<file path="config.mk">
export PLATFORM = sky130hd
export DESIGN_NAME = m_fifo_wm
export DESIGN_NICKNAME = d
export VERILOG_FILES = /design/src/rtl/m_fifo_wm.sv
export SDC_FILE = /design/constraint.sdc
export NUM_CORES = 1
export LEC_CHECK = 0
export CAP_MARGIN = 20
export CORE_ASPECT_RATIO = 1.1
export CORE_MARGIN = 2
export CORE_UTILIZATION = 48
export CTS_CLUSTER_DIAMETER = 80
export DETAILED_ROUTE_END_ITERATION = 6
export DONT_BUFFER_PORTS = 1
export HOLD_SLACK_MARGIN = 0.12
export PLACE_DENSITY = 0.62
export SLEW_MARGIN = 20
export SYNTH_ARGS = -nofsm -noshare
export SYNTH_HDL_FRONTEND = slang
export SYNTH_SLANG_ARGS = --single-unit
</file>
<file path="constraint.sdc">
create_clock -name clk -period 8.65 [get_ports clk]
set_input_delay 0.865 -clock clk [delete_from_list [all_inputs] [get_ports clk]]
set_output_delay 0.865 -clock clk [all_outputs]
set_load 0.005 [all_outputs]
</file>
<file path="src/rtl/m_fifo_wm.sv">
// m_fifo_wm: synchronous show-ahead FIFO with programmable watermarks, flush and peak-occupancy tracking.
// Optional sticky overflow/underflow flags are built when M_FIFO_WM_ERR_EN is defined.
module m_fifo_wm #(
  parameter int unsigned      WIDTH     = 8,
  parameter int unsigned      DEPTH     = 9,
  parameter logic [WIDTH-1:0] RESET_VAL = '0,
  localparam int unsigned     AW        = $clog2(DEPTH),
  localparam int unsigned     CW        = $clog2(DEPTH + 1)
) (
  input  logic             clk,
  input  logic             rst,
  input  logic             push,
  input  logic             pop,
  input  logic             flush,
  input  logic [WIDTH-1:0] data_in,
  input  logic [CW-1:0]    af_thresh,
  input  logic [CW-1:0]    ae_thresh,
  input  logic             err_clr,
  output logic [WIDTH-1:0] data_out,
  output logic             empty,
  output logic             full,
  output logic             almost_full,
  output logic             almost_empty,
  output logic [CW-1:0]    count,
  output logic [CW-1:0]    max_count,
  output logic             overflow,
  output logic             underflow
);

  localparam logic [AW-1:0] LAST_PTR = AW'(DEPTH - 1);
  localparam logic [CW-1:0] DEPTH_C  = CW'(DEPTH);

  logic [WIDTH-1:0] mem_q [DEPTH];
  logic [AW-1:0]    rdPtr_q, rdPtr_d;
  logic [AW-1:0]    wrPtr_q, wrPtr_d;
  logic [CW-1:0]    count_q, countNs;
  logic [CW-1:0]    maxCount_q, maxCount_d;
  logic             empty_q, full_q, almostFull_q, almostEmpty_q;
  logic             wr, rd;

  // Effective operations; pointers wrap modulo DEPTH, which need not be a power of two.
  always_comb begin
    wr      = push & (~full_q | pop);
    rd      = pop & ~empty_q;
    rdPtr_d = rdPtr_q;
    wrPtr_d = wrPtr_q;
    countNs = count_q;
    if (flush) begin
      rdPtr_d = '0;
      wrPtr_d = '0;
      countNs = '0;
    end else begin
      if (rd) rdPtr_d = (rdPtr_q == LAST_PTR) ? '0 : rdPtr_q + AW'(1);
      if (wr) wrPtr_d = (wrPtr_q == LAST_PTR) ? '0 : wrPtr_q + AW'(1);
      if (wr && !rd)      countNs = count_q + CW'(1);
      else if (rd && !wr) countNs = count_q - CW'(1);
    end
  end

  always_comb begin
    maxCount_d = maxCount_q;
    if (err_clr)                     maxCount_d = countNs;
    else if (countNs > maxCount_q)   maxCount_d = countNs;
  end

  always_ff @(posedge clk) begin
    if (rst) begin
      for (int i = 0; i < DEPTH; i++) mem_q[i] <= RESET_VAL;
    end else if (!flush && wr) begin
      mem_q[wrPtr_q] <= data_in;
    end
  end

  // Flush restores the reset flag values but leaves max_count and storage alone.
  always_ff @(posedge clk) begin
    if (rst) begin
      rdPtr_q       <= '0;
      wrPtr_q       <= '0;
      count_q       <= '0;
      maxCount_q    <= '0;
      empty_q       <= 1'b1;
      full_q        <= 1'b0;
      almostEmpty_q <= 1'b1;
      almostFull_q  <= 1'b0;
    end else begin
      rdPtr_q    <= rdPtr_d;
      wrPtr_q    <= wrPtr_d;
      count_q    <= countNs;
      maxCount_q <= maxCount_d;
      if (flush) begin
        empty_q       <= 1'b1;
        full_q        <= 1'b0;
        almostEmpty_q <= 1'b1;
        almostFull_q  <= 1'b0;
      end else begin
        empty_q       <= (countNs == '0);
        full_q        <= (countNs == DEPTH_C);
        almostEmpty_q <= (countNs <= ae_thresh);
        almostFull_q  <= (countNs >= af_thresh);
      end
    end
  end

  assign data_out     = mem_q[rdPtr_q];
  assign empty        = empty_q;
  assign full         = full_q;
  assign almost_full  = almostFull_q;
  assign almost_empty = almostEmpty_q;
  assign count        = count_q;
  assign max_count    = maxCount_q;

`ifdef M_FIFO_WM_ERR_EN
  logic overflow_q, underflow_q;
  logic ovfSet, unfSet;

  assign ovfSet = push & full_q & ~pop & ~flush;
  assign unfSet = pop & empty_q & ~flush;

  // A new error in the same cycle as err_clr keeps the flag set.
  always_ff @(posedge clk) begin
    if (rst) begin
      overflow_q  <= 1'b0;
      underflow_q <= 1'b0;
    end else begin
      overflow_q  <= ovfSet | (overflow_q & ~err_clr);
      underflow_q <= unfSet | (underflow_q & ~err_clr);
    end
  end

  assign overflow  = overflow_q;
  assign underflow = underflow_q;

`ifndef SYNTHESIS
  always_ff @(posedge clk) begin
    if (!rst && ovfSet) $info("m_fifo_wm: push dropped while full");
    if (!rst && unfSet) $info("m_fifo_wm: pop dropped while empty");
  end
`endif
`else
  assign overflow  = 1'b0;
  assign underflow = 1'b0;
`endif

endmodule
</file>
==> impl_metrics.yaml, run 1 <==
flow_run:
  drv_cap: 0
die:
  die_area_mm2: 0.0152
  pin_count: 44
  placementRows: 45
  coreArea_mm2: 0.0139
  dieWidth_um: 118
  initial_utilization_pct: 49.4
  fp.dieH_um: 129
hold_path:
  worst_hold_path.num_cells: 1
  hold_class: "input port to flop"
  hold_start: "rst"
  min_to: "max_count[1]$_SDFFE_PP0P_"
grt:
  grt_max_degree: 33
  grt_use_met2_pct: 35.3
  use_met3_pct: 5.81
  busiest_layer: "met2"
  grt_remaining_overflow: 0
  met1_usage_pct: 25.1
  grt_pass1_vias: 3945
  antenna_found_initial: 0
  grt.total_usage_pct: 20.5
  grt_pass1_wl_mm: 22.8
worst_setup_path:
  critPathLaunchType: "input port"
  crit_type: "input port to flop"
  crit_path_max_fanout: 8
  crit_arrival_ns: 3.83
  critPathRequiredTime_ns: 8.96
  worst_setup_path_end_kind: "flop"
  reg2reg_slack_ns: 5.22
  rr_worst_depth: 11
  rr_startpoint: "empty$_SDFF_PP1_"
  r2r-end: "max_count[3]$_SDFFE_PP0P_"
sta:
  fin_crit_ns: 3.52
  max_slew_margin_pct: 34.1
  slew_viol_final: 0
  fin_crit_sh_pct: 40.7
  max_freq_mhz: 284
  rsz0062_at_grt: "false"
  hold_viol_final: 0
  worst_pin_slew_ns: 0.982
  skew_ns: 0.00854
  setup_violations: 0
  tns_ns: 0
route:
  vias: 3724
  ant_nets: 0
  drt-initial-drc-count: 378
  wl_per_cell_um: 21.8
  drt-total-wl_mm: 14.5
  drt_pre_antenna_iters: 4
  via_per_inst: 5.58
  remaining_drc_errors: 0
clock_tree:
  cts_root_buf: "clkbuf_16"
  numClockSinks: 152
  numCtsBuffers: 17
  cts_tree: "yes"
  clockBufferDepth: 2
  cts_hold_repair.buffers: 0
  clk_pin_slew_worst_paths_ns: 0.06
  htree_levels: 4
  cts_resized: 0
  clk_latency_ns: 0.43
  postCtsSetupBuffers: 0
logic_synthesis:
  synth_warnings: 0
  synth_area_mm2: 0.00684
  yosysUniqueCellTypes: 48
  ys_ff_latch: 152
  avgSynthCellArea_um2: 15.0
  synth_cells: 456
  synth_edf_count: 128
  ys_seq_area_share_pct: 63.2
  ys_async_sr_fraction_pct: 0
  synth-main-ff-cell: "edfxtp_1"
placement:
  place_inst: 635
  place_congestion: 0.750
  dpl.hpwl_mm: 9.56
  port_buffers: 0
status:
  status: "complete, no violations"
layout:
  area_delta_synth_final_pct: 11.6
  layout_commonest_cell: "edfxtp_1"
  layout_common_cells: "128 x edfxtp_1, 75 x and2_1, 40 x mux4_2"
  diodes: 0
  finish.utilization_pct: 55.1
  drive_gt1_share_pct: 18.8
  final_cell_count_no_fill: 667
  nFillCells: 1135
  nNetsFinal: 508
power_and_ir_drop:
  irDropWorstVdd_uv: 113
  power_density_mw_per_mm2: 212
  p_leak_nw: 2.67
worst max path at each step:
stage / cells past startpoint / to / slack (ns) / startpoint
global placement: 11 / max_count[2]$_SDFFE_PP0P_ / 4.82 / push
detailed placement: 11 / max_count[2]$_SDFFE_PP0P_ / 4.73 / push
global route: 11 / max_count[2]$_SDFFE_PP0P_ / 5.00 / push
CTS: 11 / max_count[3]$_SDFFE_PP0P_ / 5.16 / push
finish: 11 / max_count[3]$_SDFFE_PP0P_ / 5.13 / push
floorplan: 12 / max_count[2]$_SDFFE_PP0P_ / 4.84 / push
per-layer routing:
layer | vias to the layer above | routed length, um
met2 | 102 | 7540
met5 | - | 0
met3 | 19 | 754
met4 | 0 | 251
li1 | 1722 | -
met1 | 1881 | 5990
worst max-delay path, cell delays in order:
cell and delay (ns):
or3b_4 0.40, or4_4 0.43, and3_4 0.20, or3_4 0.34, inv_1 0.15, ha_1 0.28
and4b_1 0.18, a2111oi_0 0.50, or2_2 0.27, o41ai_1 0.07, and2_1 0.16
cell type report:
cell class                 instances  area [um2]  share of cell area [%]
sequential                       152        4330                    56.6
tap                              188         235                    3.08
timing repair buffer               7        52.6                   0.688
clock inverter                    13         154                    2.01
multi-input combinational        266        2360                    30.8
inverter                          22        82.6                    1.08
clock buffer                      19         433                    5.67
metrics by stage:
| step | instance area, um2 | worst slack [ns] | hold WS, ns | power (mW) |
|---|---|---|---|---|
| 6_report | 7640 | 5.13 | 0.497 | 1.62 |
| 5_1_grt | 7640 | 5.00 | 0.483 | 1.67 |
| 4_1_cts | 7640 | 5.16 | 0.490 | 1.63 |
| 3_5_place_dp | 7050 | 4.73 | 0.496 | 0.894 |
| 3_3_place_gp | 7050 | 4.82 | 0.498 | 0.892 |
| 2_1_floorplan | 6850 | 4.84 | 0.461 | 0.876 |
sequential cells by signal (all words and copies together), names as in the netlist, named ones only:
register	count
rdPtr_q	4
almost_full	1
wrPtr_q	4
count	4
full	1
empty	1
max_count	4
almost_empty	1
mem_q	128
synthesized netlist by cell type (2+ instances only):
library cell / number / share of area, %
buf_2: 3 / 0.22
nand2b_1: 4 / 0.37
and2_1: 75 / 6.9
nand2_1: 17 / 0.93
or2_2: 5 / 0.46
nor3_1: 7 / 0.51
buf_1: 2 / 0.11
a21oi_1: 15 / 1.1
buf_4: 3 / 0.33
ha_1: 20 / 3.7
and2_2: 2 / 0.22
clkbuf_1: 8 / 0.44
dfxtp_1: 24 / 7.0
mux4_2: 40 / 13
o21ai_0: 13 / 0.95
inv_1: 22 / 1.2
nor2b_1: 3 / 0.27
or3_1: 2 / 0.18
nor2_1: 25 / 1.4
edfxtp_1: 128 / 56
nand3_1: 6 / 0.44
a21o_1: 3 / 0.33
mux2i_1: 2 / 0.29
a31oi_1: 2 / 0.18
o21a_1: 2 / 0.22
report_power, final:
part	switching (mW)	internal [mW]	leakage, nW	total (mW)
Combinational	0.0356	0.0286	0.948	0.0641
Clock	0.287	0.451	0.282	0.739
Sequential	0.00628	0.808	1.44	0.814
Total	0.329	1.29	2.67	1.62
cell families (layout without fill, tap and decap cells):
family                   after synthesis  in the layout  synth area share (%)
AO/OA/AOI/OAI                         42             42                  3.64
adder cells (fa/ha/maj)               21             21                  3.80
buffers and inverters                 39             61                  2.43
flip-flops                           152            152                  63.2
multiplexers                          42             42                  13.5
other                                  1              2                0.0548
AND/OR/NAND/NOR                      159            159                  13.4
(Power assumes the default switching activity.)
==> inputs of run 2 (changes only) <==
--- a/config.mk
+++ b/config.mk
@@ -13,7 +13,7 @@
 export DETAILED_ROUTE_END_ITERATION = 6
 export DONT_BUFFER_PORTS = 1
 export HOLD_SLACK_MARGIN = 0.12
-export PLACE_DENSITY = 0.62
+export PLACE_DENSITY = 0.64
 export SLEW_MARGIN = 20
 export SYNTH_ARGS = -nofsm -noshare
 export SYNTH_HDL_FRONTEND = slang
==> constraint.sdc (replaced) <==
create_clock -name clk -period 3.1 [get_ports clk]
set_input_delay 0.31 -clock clk [delete_from_list [all_inputs] [get_ports clk]]
set_output_delay 0.31 -clock clk [all_outputs]
set_load 0.005 [all_outputs]
==> impl_metrics.yaml, run 2 (synthesis results as in run 1) <==
grt:
  grt_pass1_vias: 3948
  antenna_found_initial: 0
  grt.total_usage_pct: 20.1
  grt_pass1_wl_mm: 22.5
  grt_remaining_overflow: 0
  grt_max_degree: 33
sta:
  max_freq_mhz: 326
  fin_crit_ns: 3.07
  skew_ns: 0.00756
  worst_pin_slew_ns: 0.877
  fin_crit_sh_pct: 99.0
  tns_ns: 0
  hold_viol_final: 0
  slew_viol_final: 0
  setup_violations: 0
  max_slew_margin_pct: 41.3
placement:
  port_buffers: 0
  place_inst: 644
  dpl.hpwl_mm: 9.33
  place_congestion: 0.797
clock_tree:
  clockBufferDepth: 2
  cts_root_buf: "clkbuf_16"
  clk_pin_slew_worst_paths_ns: 0.06
  clk_latency_ns: 0.41
  htree_levels: 4
  numClockSinks: 152
  numCtsBuffers: 17
  cts_tree: "yes"
power_and_ir_drop:
  irDropWorstVdd_uv: 332
  power_density_mw_per_mm2: 562
  power_mw: 4.43
  switching_share_pct: 20.5
  clkPwrFrac_pct: 43.4
  p_leak_nw: 2.76
  p_switching_mw: 0.907
  p_comb_share_pct: 5.3
  sequentialPowerShare_pct: 51.3
  cell_internal_pwr_mw: 3.52
layout:
  drive_gt1_share_pct: 22.5
  largest_register_ffs: 128
  area_delta_synth_final_pct: 15.2
  layout_commonest_cell: "edfxtp_1"
  nNetsFinal: 534
  layout_common_cells: "128 x edfxtp_1, 75 x and2_1, 40 x mux4_2"
  final_cell_count_no_fill: 691
  regMostFlops: "mem_q"
  diodes: 0
  finish.utilization_pct: 56.9
worst_setup_path:
  crit_arrival_ns: 3.41
  critPathLaunchType: "flop"
  crit_path_max_fanout: 5
  crit_type: "flop to flop"
  critPathRequiredTime_ns: 3.44
  worst_setup_path_end_kind: "flop"
route:
  vias: 3792
  drt-total-wl_mm: 14.2
  via_per_inst: 5.49
  drt_pre_antenna_iters: 4
  wl_per_cell_um: 20.6
  remaining_drc_errors: 0
  drt-initial-drc-count: 305
  ant_nets: 0
die:
  placementRows: 45
  dieWidth_um: 118
  coreArea_mm2: 0.0139
  die_area_mm2: 0.0152
  pin_count: 44
  fp.dieH_um: 129
  initial_utilization_pct: 49.4
flow_run:
  drv_cap: 0
hold_path:
  hold_class: "input port to flop"
status:
  status: "complete, no violations"
[run 2: changes by cell type in the layout (fill, tap and decap cells not counted), sizes merged]
cell         previous run  this run
inv                    23        22
dlygate4sd3             0        10
bufinv                  3         2
clkinv                  7         6
clkinvlp                2         3
buf                     7        23
[run 2: layer usage]
| layer | global-route usage [%] | wire [um] | vias to the layer above |
|---|---|---|---|
| li1 | - | - | 1774 |
| met3 | 4.09 | 718 | 13 |
| met1 | 25.5 | 5830 | 1902 |
| met2 | 35.0 | 7530 | 103 |
| met5 | 0 | 0 | - |
| met4 | 6.95 | 135 | 0 |
[run 2: power by group through the flow]
stage / clock [mW] / combinational (mW) / sequential [mW]
6_report: 1.92 / 0.234 / 2.27
5_1_grt: 2.04 / 0.260 / 2.27
4_1_cts: 1.94 / 0.226 / 2.27
3_5_place_dp: 0 / 0.191 / 2.31
3_3_place_gp: 0 / 0.187 / 2.31
2_1_floorplan: 0 / 0.148 / 2.31
[run 2: critical path: stages (launching register included)]
cell	delay (ns)
dfxtp_2	0.32
or3b_4	0.40
or4_4	0.44
and3_4	0.17
or3_4	0.35
inv_4	0.07
ha_4	0.13
and4b_1	0.23
a2111oi_4	0.06
or2_4	0.28
or4_1	0.41
a21oi_1	0.13
[run 2: path summary, 6_finish.rpt]
path / from / to / slack [ns] / depth (start not counted)
worst min-delay path: ae_thresh[3] / almost_empty$_SDFF_PP1_ / 0.19 / 3
worst min register to register: max_count[0]$_SDFFE_PP0P_ / max_count[0]$_SDFFE_PP0P_ / 0.51 / 2
worst max register to register: empty$_SDFF_PP1_ / max_count[0]$_SDFFE_PP0P_ / 0.03 / 11
worst max-delay path: empty$_SDFF_PP1_ / max_count[0]$_SDFFE_PP0P_ / 0.03 / 11
[run 2: what timing repair did]
item | in CTS | in global routing
buffers inserted | 0 | 7
hold buffers | 10 | 0
endpoints found under the hold margin | 138 | 0
resized for setup | 0 | 7
setup endpoints to repair | 0 | 4
[run 2: layout make-up]
cell class / instances / area [um2]
clock buffers: 19 / 433
clock inverters: 11 / 109
fillers: 1141 / 5970
inverters: 22 / 85.1
multi-input cells: 266 / 2410
flip-flops and latches: 152 / 4330
well taps: 188 / 235
repair buffers: 33 / 285
[run 2: stage by stage]
step | instance area [um2] | setup slack [ns] | hold WS [ns]
global placement | 7160 | 0.0661 | 0.382
floorplan | 6880 | 0.0135 | 0.409
CTS | 7800 | 0.0341 | 0.172
detailed placement | 7160 | 0.0577 | 0.385
global route | 7880 | -0.0220 | 0.230
finish | 7880 | 0.0319 | 0.185
